===== config.mk =====
export PLATFORM = sky130hd
export DESIGN_NAME = step_clock_gen
export DESIGN_NICKNAME = d
export VERILOG_FILES = /design/src/rtl/step_clock_gen.sv
export SDC_FILE = /design/constraint.sdc
export NUM_CORES = 1
export LEC_CHECK = 0
export ABC_AREA = 1
export CORE_MARGIN = 2
export CORE_UTILIZATION = 50
export CTS_CLUSTER_DIAMETER = 40
export CTS_CLUSTER_SIZE = 10
export DETAILED_ROUTE_END_ITERATION = 12
export GPL_TIMING_DRIVEN = 1
export PLACE_DENSITY = 0.72
export SYNTH_ARGS = -nofsm -noshare
export SYNTH_HDL_FRONTEND = slang
export SYNTH_SLANG_ARGS = --single-unit

===== constraint.sdc =====
create_clock -name CLK -period 3 [get_ports CLK]
set_clock_uncertainty 0.05 [all_clocks]
set_input_delay 0.3 -clock CLK [delete_from_list [all_inputs] [get_ports CLK]]
set_output_delay 0.3 -clock CLK [all_outputs]
set_load 0.01 [all_outputs]

===== src/rtl/step_clock_gen.sv =====
// Single-step / free-run clock generator for a multi-cycle CPU.
// Synchronizes and debounces the step button, then shapes CPUCLK with a small FSM.
`timescale 1ns/1ps
module step_clock_gen #(
  parameter int DEBOUNCE_CYCLES = 1000000,
  parameter int PULSE_CYCLES    = 5000000,
  parameter int RUN_HALF        = 25000000
) (
  input  logic        CLK,
  input  logic        Reset,
  input  logic        Button,
  input  logic        RunMode,
  output logic        CPUCLK,
  output logic [15:0] StepCount,
  output logic        Busy
);

  // state     | meaning
  // IDLE      | CPUCLK low, waiting for a press event or RunMode
  // STEP_HIGH | single-step pulse, CPUCLK high for PULSE_CYCLES
  // RUN_HIGH  | free-run high half-period
  // RUN_LOW   | free-run low half-period
  typedef enum logic [1:0] {IDLE, STEP_HIGH, RUN_HIGH, RUN_LOW} state_t;

  localparam int DB_W   = (DEBOUNCE_CYCLES > 1) ? $clog2(DEBOUNCE_CYCLES) : 1;
  localparam int PH_MAX = (PULSE_CYCLES > RUN_HALF) ? PULSE_CYCLES : RUN_HALF;
  localparam int PH_W   = (PH_MAX > 1) ? $clog2(PH_MAX) : 1;

  localparam logic [DB_W-1:0] DB_LAST    = DB_W'(DEBOUNCE_CYCLES - 1);
  localparam logic [PH_W-1:0] PULSE_LOAD = PH_W'(PULSE_CYCLES - 1);
  localparam logic [PH_W-1:0] HALF_LOAD  = PH_W'(RUN_HALF - 1);

  logic            btn_s1, btn_s2, run_s1, run_s2;
  logic            fill1, fill2;
  logic            armed;
  logic            db_level, db_prev;
  logic [DB_W-1:0] db_cnt;
  logic            press;

  state_t          state, state_nx;
  logic [PH_W-1:0] phase, phase_nx;
  logic            clk_nx, busy_nx, count_en;

  always_ff @(posedge CLK or posedge Reset) begin
    if (Reset) begin
      btn_s1 <= 1'b0;
      btn_s2 <= 1'b0;
      run_s1 <= 1'b0;
      run_s2 <= 1'b0;
      fill1  <= 1'b0;
      fill2  <= 1'b0;
    end else begin
      btn_s1 <= Button;
      btn_s2 <= btn_s1;
      run_s1 <= RunMode;
      run_s2 <= run_s1;
      fill1  <= 1'b1;
      fill2  <= fill1;
    end
  end

  // fill2 marks when btn_s2 carries a real sample rather than the reset zero;
  // presses stay disarmed until the button has actually been seen released,
  // so a button held across reset cannot fire a pulse.
  always_ff @(posedge CLK or posedge Reset) begin
    if (Reset) begin
      db_level <= 1'b0;
      db_prev  <= 1'b0;
      db_cnt   <= '0;
      armed    <= 1'b0;
    end else begin
      db_prev <= db_level;
      if (fill2 && !btn_s2)
        armed <= 1'b1;
      if (btn_s2 == db_level) begin
        db_cnt <= '0;
      end else if (db_cnt == DB_LAST) begin
        db_level <= btn_s2;
        db_cnt   <= '0;
      end else begin
        db_cnt <= db_cnt + 1'b1;
      end
    end
  end

  assign press = db_level & ~db_prev & armed;

  always_ff @(posedge CLK or posedge Reset) begin
    if (Reset) begin
      state     <= IDLE;
      phase     <= '0;
      CPUCLK    <= 1'b0;
      Busy      <= 1'b0;
      StepCount <= 16'h0000;
    end else begin
      state  <= state_nx;
      phase  <= phase_nx;
      CPUCLK <= clk_nx;
      Busy   <= busy_nx;
      if (count_en)
        StepCount <= StepCount + 16'h0001;
    end
  end

  // phase is a down-counter loaded with (length-1) on entry; zero is terminal
  always_comb begin
    state_nx = state;
    phase_nx = phase;
    case (state)
      IDLE: begin
        if (run_s2) begin
          state_nx = RUN_HIGH;
          phase_nx = HALF_LOAD;
        end else if (press) begin
          state_nx = STEP_HIGH;
          phase_nx = PULSE_LOAD;
        end
      end
      STEP_HIGH: begin
        if (phase == '0) state_nx = IDLE;
        else             phase_nx = phase - 1'b1;
      end
      RUN_HIGH: begin
        if (phase == '0) begin
          state_nx = RUN_LOW;
          phase_nx = HALF_LOAD;
        end else begin
          phase_nx = phase - 1'b1;
        end
      end
      RUN_LOW: begin
        if (phase == '0) begin
          if (run_s2) begin
            state_nx = RUN_HIGH;
            phase_nx = HALF_LOAD;
          end else begin
            state_nx = IDLE;
          end
        end else begin
          phase_nx = phase - 1'b1;
        end
      end
      default: state_nx = IDLE;
    endcase
  end

  always_comb begin
    clk_nx   = (state_nx == STEP_HIGH) || (state_nx == RUN_HIGH);
    busy_nx  = (state_nx != IDLE);
    count_en = clk_nx && (state_nx != state);
  end

endmodule


==> key figures <==
Run status
  • Status: finished clean

Global route
  • Met3 GRT Util: ~5.2%
  • Met1 Use GR: 27.4%
  • Vias in the first global route: about 3800
  • First-pass GRT wire length: approximately 17000 µm
  • Met2 GRT Util: a little over a third
  • Gr ovfl total: 0
  • Overall routing resource usage: around 21%
  • Initial antenna violation count: 0
  • Busiest grt layer: met2
  • Largest net degree at the start of global routing: 29

Synth
  • Synth Instances: 592
  • Syn_nets: 600
  • Flops & latches, synth: 74
  • Sequential area share after synthesis: approximately 42%
  • Synth unique cells: 38
  • Yosys warning count: 0
  • Mapped cell area: 0.00438 mm²
  • Mean area per synthesized cell: roughly 7.4 µm²

Route
  • DR vias: 3834
  • Post-DRT Antenna Nets: 0
  • Via density: approximately 5.3
  • WL per Instance: between 10 and 15 µm
  • Drt first pass iters: 4
  • Routed wire length: between 9000 and 10000 µm
  • DRC Markers: 0
  • Detailed Route Iter0 Violations: roughly 190

Worst setup path
  • Startpoint Class: register
  • Required @ worst endpoint: roughly 3.2 ns
  • Worst Path Arrival: approximately 2.7 ns
  • Worst r2r src: phase[0]$_DFFE_PP0P_
  • CP Capture Type: register
  • R2r worst-path depth: 13
  • Crit Path Max Fanout: 14
  • Reg2reg setup slack: between 0.5 and 0.6 ns
  • Setup CP Type: reg2reg
  • Critical R2R Capture: StepCount[0]$_DFFE_PP0P_

Placement
  • Placed Area: 0.00468 mm²
  • DP Wirelength: 7060 µm
  • Placed cell count: slightly above 700
  • RD Place Congestion: between 0.9 and 1
  • Place WS: around 0.60 ns
  • I/O Buffers: 21

Cells and area
  • Share of post-route cells with drive strength above 1: between 7 and 8%
  • Cell Count, Final, Fillers Out: 730
  • NumNets Final: between 600 and 700
  • Area Growth Syn to Fin: 11.1%
  • Core Util, Final: a little under three fifths
  • FILL cells: approximately 800
  • Antenna cells: 0
  • Fin area: 0.00487 mm²

Timing
  • Final setup viols: 0
  • Final period util: slightly above 80%
  • Worst-margin pin slew: 0.568 ns
  • Setup TNS: 0 ns
  • Max-slew headroom: between 60% and 70%
  • Max Slew Vio Count: 0
  • Fin crit period: 2.42 ns
  • Fin worst setup slack: ~0.58 ns
  • RSZ-0062 raised after global routing: false
  • Final Hold Fails: 0
  • FMAX: about 0.41 GHz
  • Final hold slack: 0.261 ns

Clock tree
  • H-tree Lvls: 3
  • Cts repair resizes: 0
  • Clock Sinks: 74
  • Root buf cell: clkbuf_8
  • CTS max path bufs: 2
  • Worst-Skew Late Latency: approximately 0.36 ns
  • Clock-pin slew on the worst setup and hold paths: 0.08 ns
  • CTS Buf Count: 9
  • CTS tree: yes
  • Setup Fix Bufs, Post-CTS: 0
  • Hold_buf cts: 0

Die
  • DIE HEIGHT: ~98 µm
  • Die Area: between 0.009 and 0.01 mm²
  • # rows: 34
  • Starting Density: between 50 and 60%
  • Core Area: ~0.0086 mm²
  • Chip Width: slightly below 100 µm
  • Top-level port count: 22

Power
  • Power per cell area: around 540 mW/mm²
  • Post-route total power: about 2.6 mW
  • Pleak: ~2.4 nW
  • Peak VDD IR: roughly 0.31 mV

Run
  • Max Cap Viol: 0

Hold path
  • HP Class: in2async
==> area by class of cell <==
class	count	area, µm²	share of cell area, %
flip-flops and latches	74	1850	38.0
clock buffers	11	151	3.11
well taps	108	135	2.77
inverters	63	243	4.98
clock inverters	5	37.5	0.771
repair buffers	25	240	4.93
multi-input cells	444	2210	45.4
==> power breakdown <==
part | internal [mW] | switching (mW)
logic | 0.232 | 0.360
registers | 1.12 | 0.169
clock network | 0.348 | 0.393
==> how the worst max path moves through the flow <==
stage,startpoint,endpoint,slack [ns]
after floorplan,phase[0]$_DFFE_PP0P_,StepCount[2]$_DFFE_PP0P_,0.52
after global placement,phase[0]$_DFFE_PP0P_,StepCount[3]$_DFFE_PP0P_,0.69
after detailed placement,phase[0]$_DFFE_PP0P_,StepCount[0]$_DFFE_PP0P_,0.60
after CTS,phase[0]$_DFFE_PP0P_,StepCount[0]$_DFFE_PP0P_,0.58
after global routing,phase[0]$_DFFE_PP0P_,StepCount[4]$_DFFE_PP0P_,0.40
final,phase[0]$_DFFE_PP0P_,StepCount[0]$_DFFE_PP0P_,0.58
==> worst max-delay path, cell delays in order, from the launching register on <==
cell,delay (ns)
dfrtp_1,0.39
inv_1,0.09
ha_1,0.28
nand2_4,0.11
inv_1,0.06
nand2_1,0.06
nor2_1,0.10
nand2_1,0.07
a31oi_1,0.23
inv_1,0.07
ha_1,0.39
buf_4,0.24
nand3b_1,0.10
nand2_1,0.09
==> cell families after synthesis <==
family | count (synthesis) | share of synthesized area [%]
other cells | 1 | 0.0856
compound gates | 27 | 3.68
xor+xnor | 38 | 7.60
fa+ha+maj | 4 | 1.14
flops | 74 | 42.3
simple gates | 374 | 37.9
buf+inv | 74 | 7.28
==> Yosys cell counts <==
cell type  instances  share of area, %
nand3_1           49               5.6
nand3_2            1              0.23
xnor2_1            8               1.6
a21o_1             1              0.17
o21ai_2            1              0.20
nor2_4             2              0.51
conb_1             1             0.086
nor2_8             2              0.91
inv_6              1              0.20
nor3_1            14               1.6
a21oi_1            3              0.34
inv_2              2              0.17
inv_1             59               5.1
o21bai_1           1              0.17
nor2_1            78               6.7
xor2_1            30               6.0
clkinv_2           1              0.11
nand4_1           14               2.0
nor4_1             2              0.29
buf_6              3              0.77
nand3b_1           4              0.69
nor3_2             2              0.46
buf_2              4              0.46
nand2_2            2              0.29
nor2_2             4              0.57
or2_2              1              0.14
nor3b_1            1              0.17
o21ai_0           12               1.4
a31o_2             1              0.20
ha_1               4               1.1
nand2_4            5               1.3
clkbuf_1           2              0.17
o21ai_1            1              0.11
o211ai_1           4              0.69
nand2_1          193                17
a31oi_1            3              0.43
buf_4              2              0.34
dfrtp_1           74                42
==> cells in the final DEF, fill, tap and decap left out, drive strengths merged, types with 2 or more instances in the layout <==
master	netlist	layout
a31oi	3	3
clkinvlp	0	2
nand4	14	14
nand2	200	200
ha	4	4
o21ai	14	14
nor3	16	16
inv	62	63
clkdlybuf4s50	0	21
nor2	86	86
a21oi	3	3
clkinv	1	3
buf	9	4
xor2	30	30
clkbuf	2	11
o211ai	4	4
nor4	2	2
xnor2	8	8
dfrtp	74	74
nand3b	4	4
nand3	50	50
==> registers in the layout, summed over array words and instances, names as in the netlist <==
| register | count |
|---|---|
| btn_s1 | 1 |
| fill2 | 1 |
| btn_s2 | 1 |
| db_cnt | 20 |
| StepCount | 16 |
| phase | 25 |
| db_level | 1 |
| run_s2 | 1 |
| run_s1 | 1 |
| CPUCLK | 1 |
| Busy | 1 |
| fill1 | 1 |
| armed | 1 |
| state | 2 |
| db_prev | 1 |
==> metal layers <==
| layer | up-vias | routed length, µm |
|---|---|---|
| met5 | - | 0 |
| met4 | 0 | 206 |
| met3 | 20 | 350 |
| met2 | 82 | 4530 |
| met1 | 1810 | 4480 |
| li1 | 1922 | - |
Power figures use the tool's default switching activity.
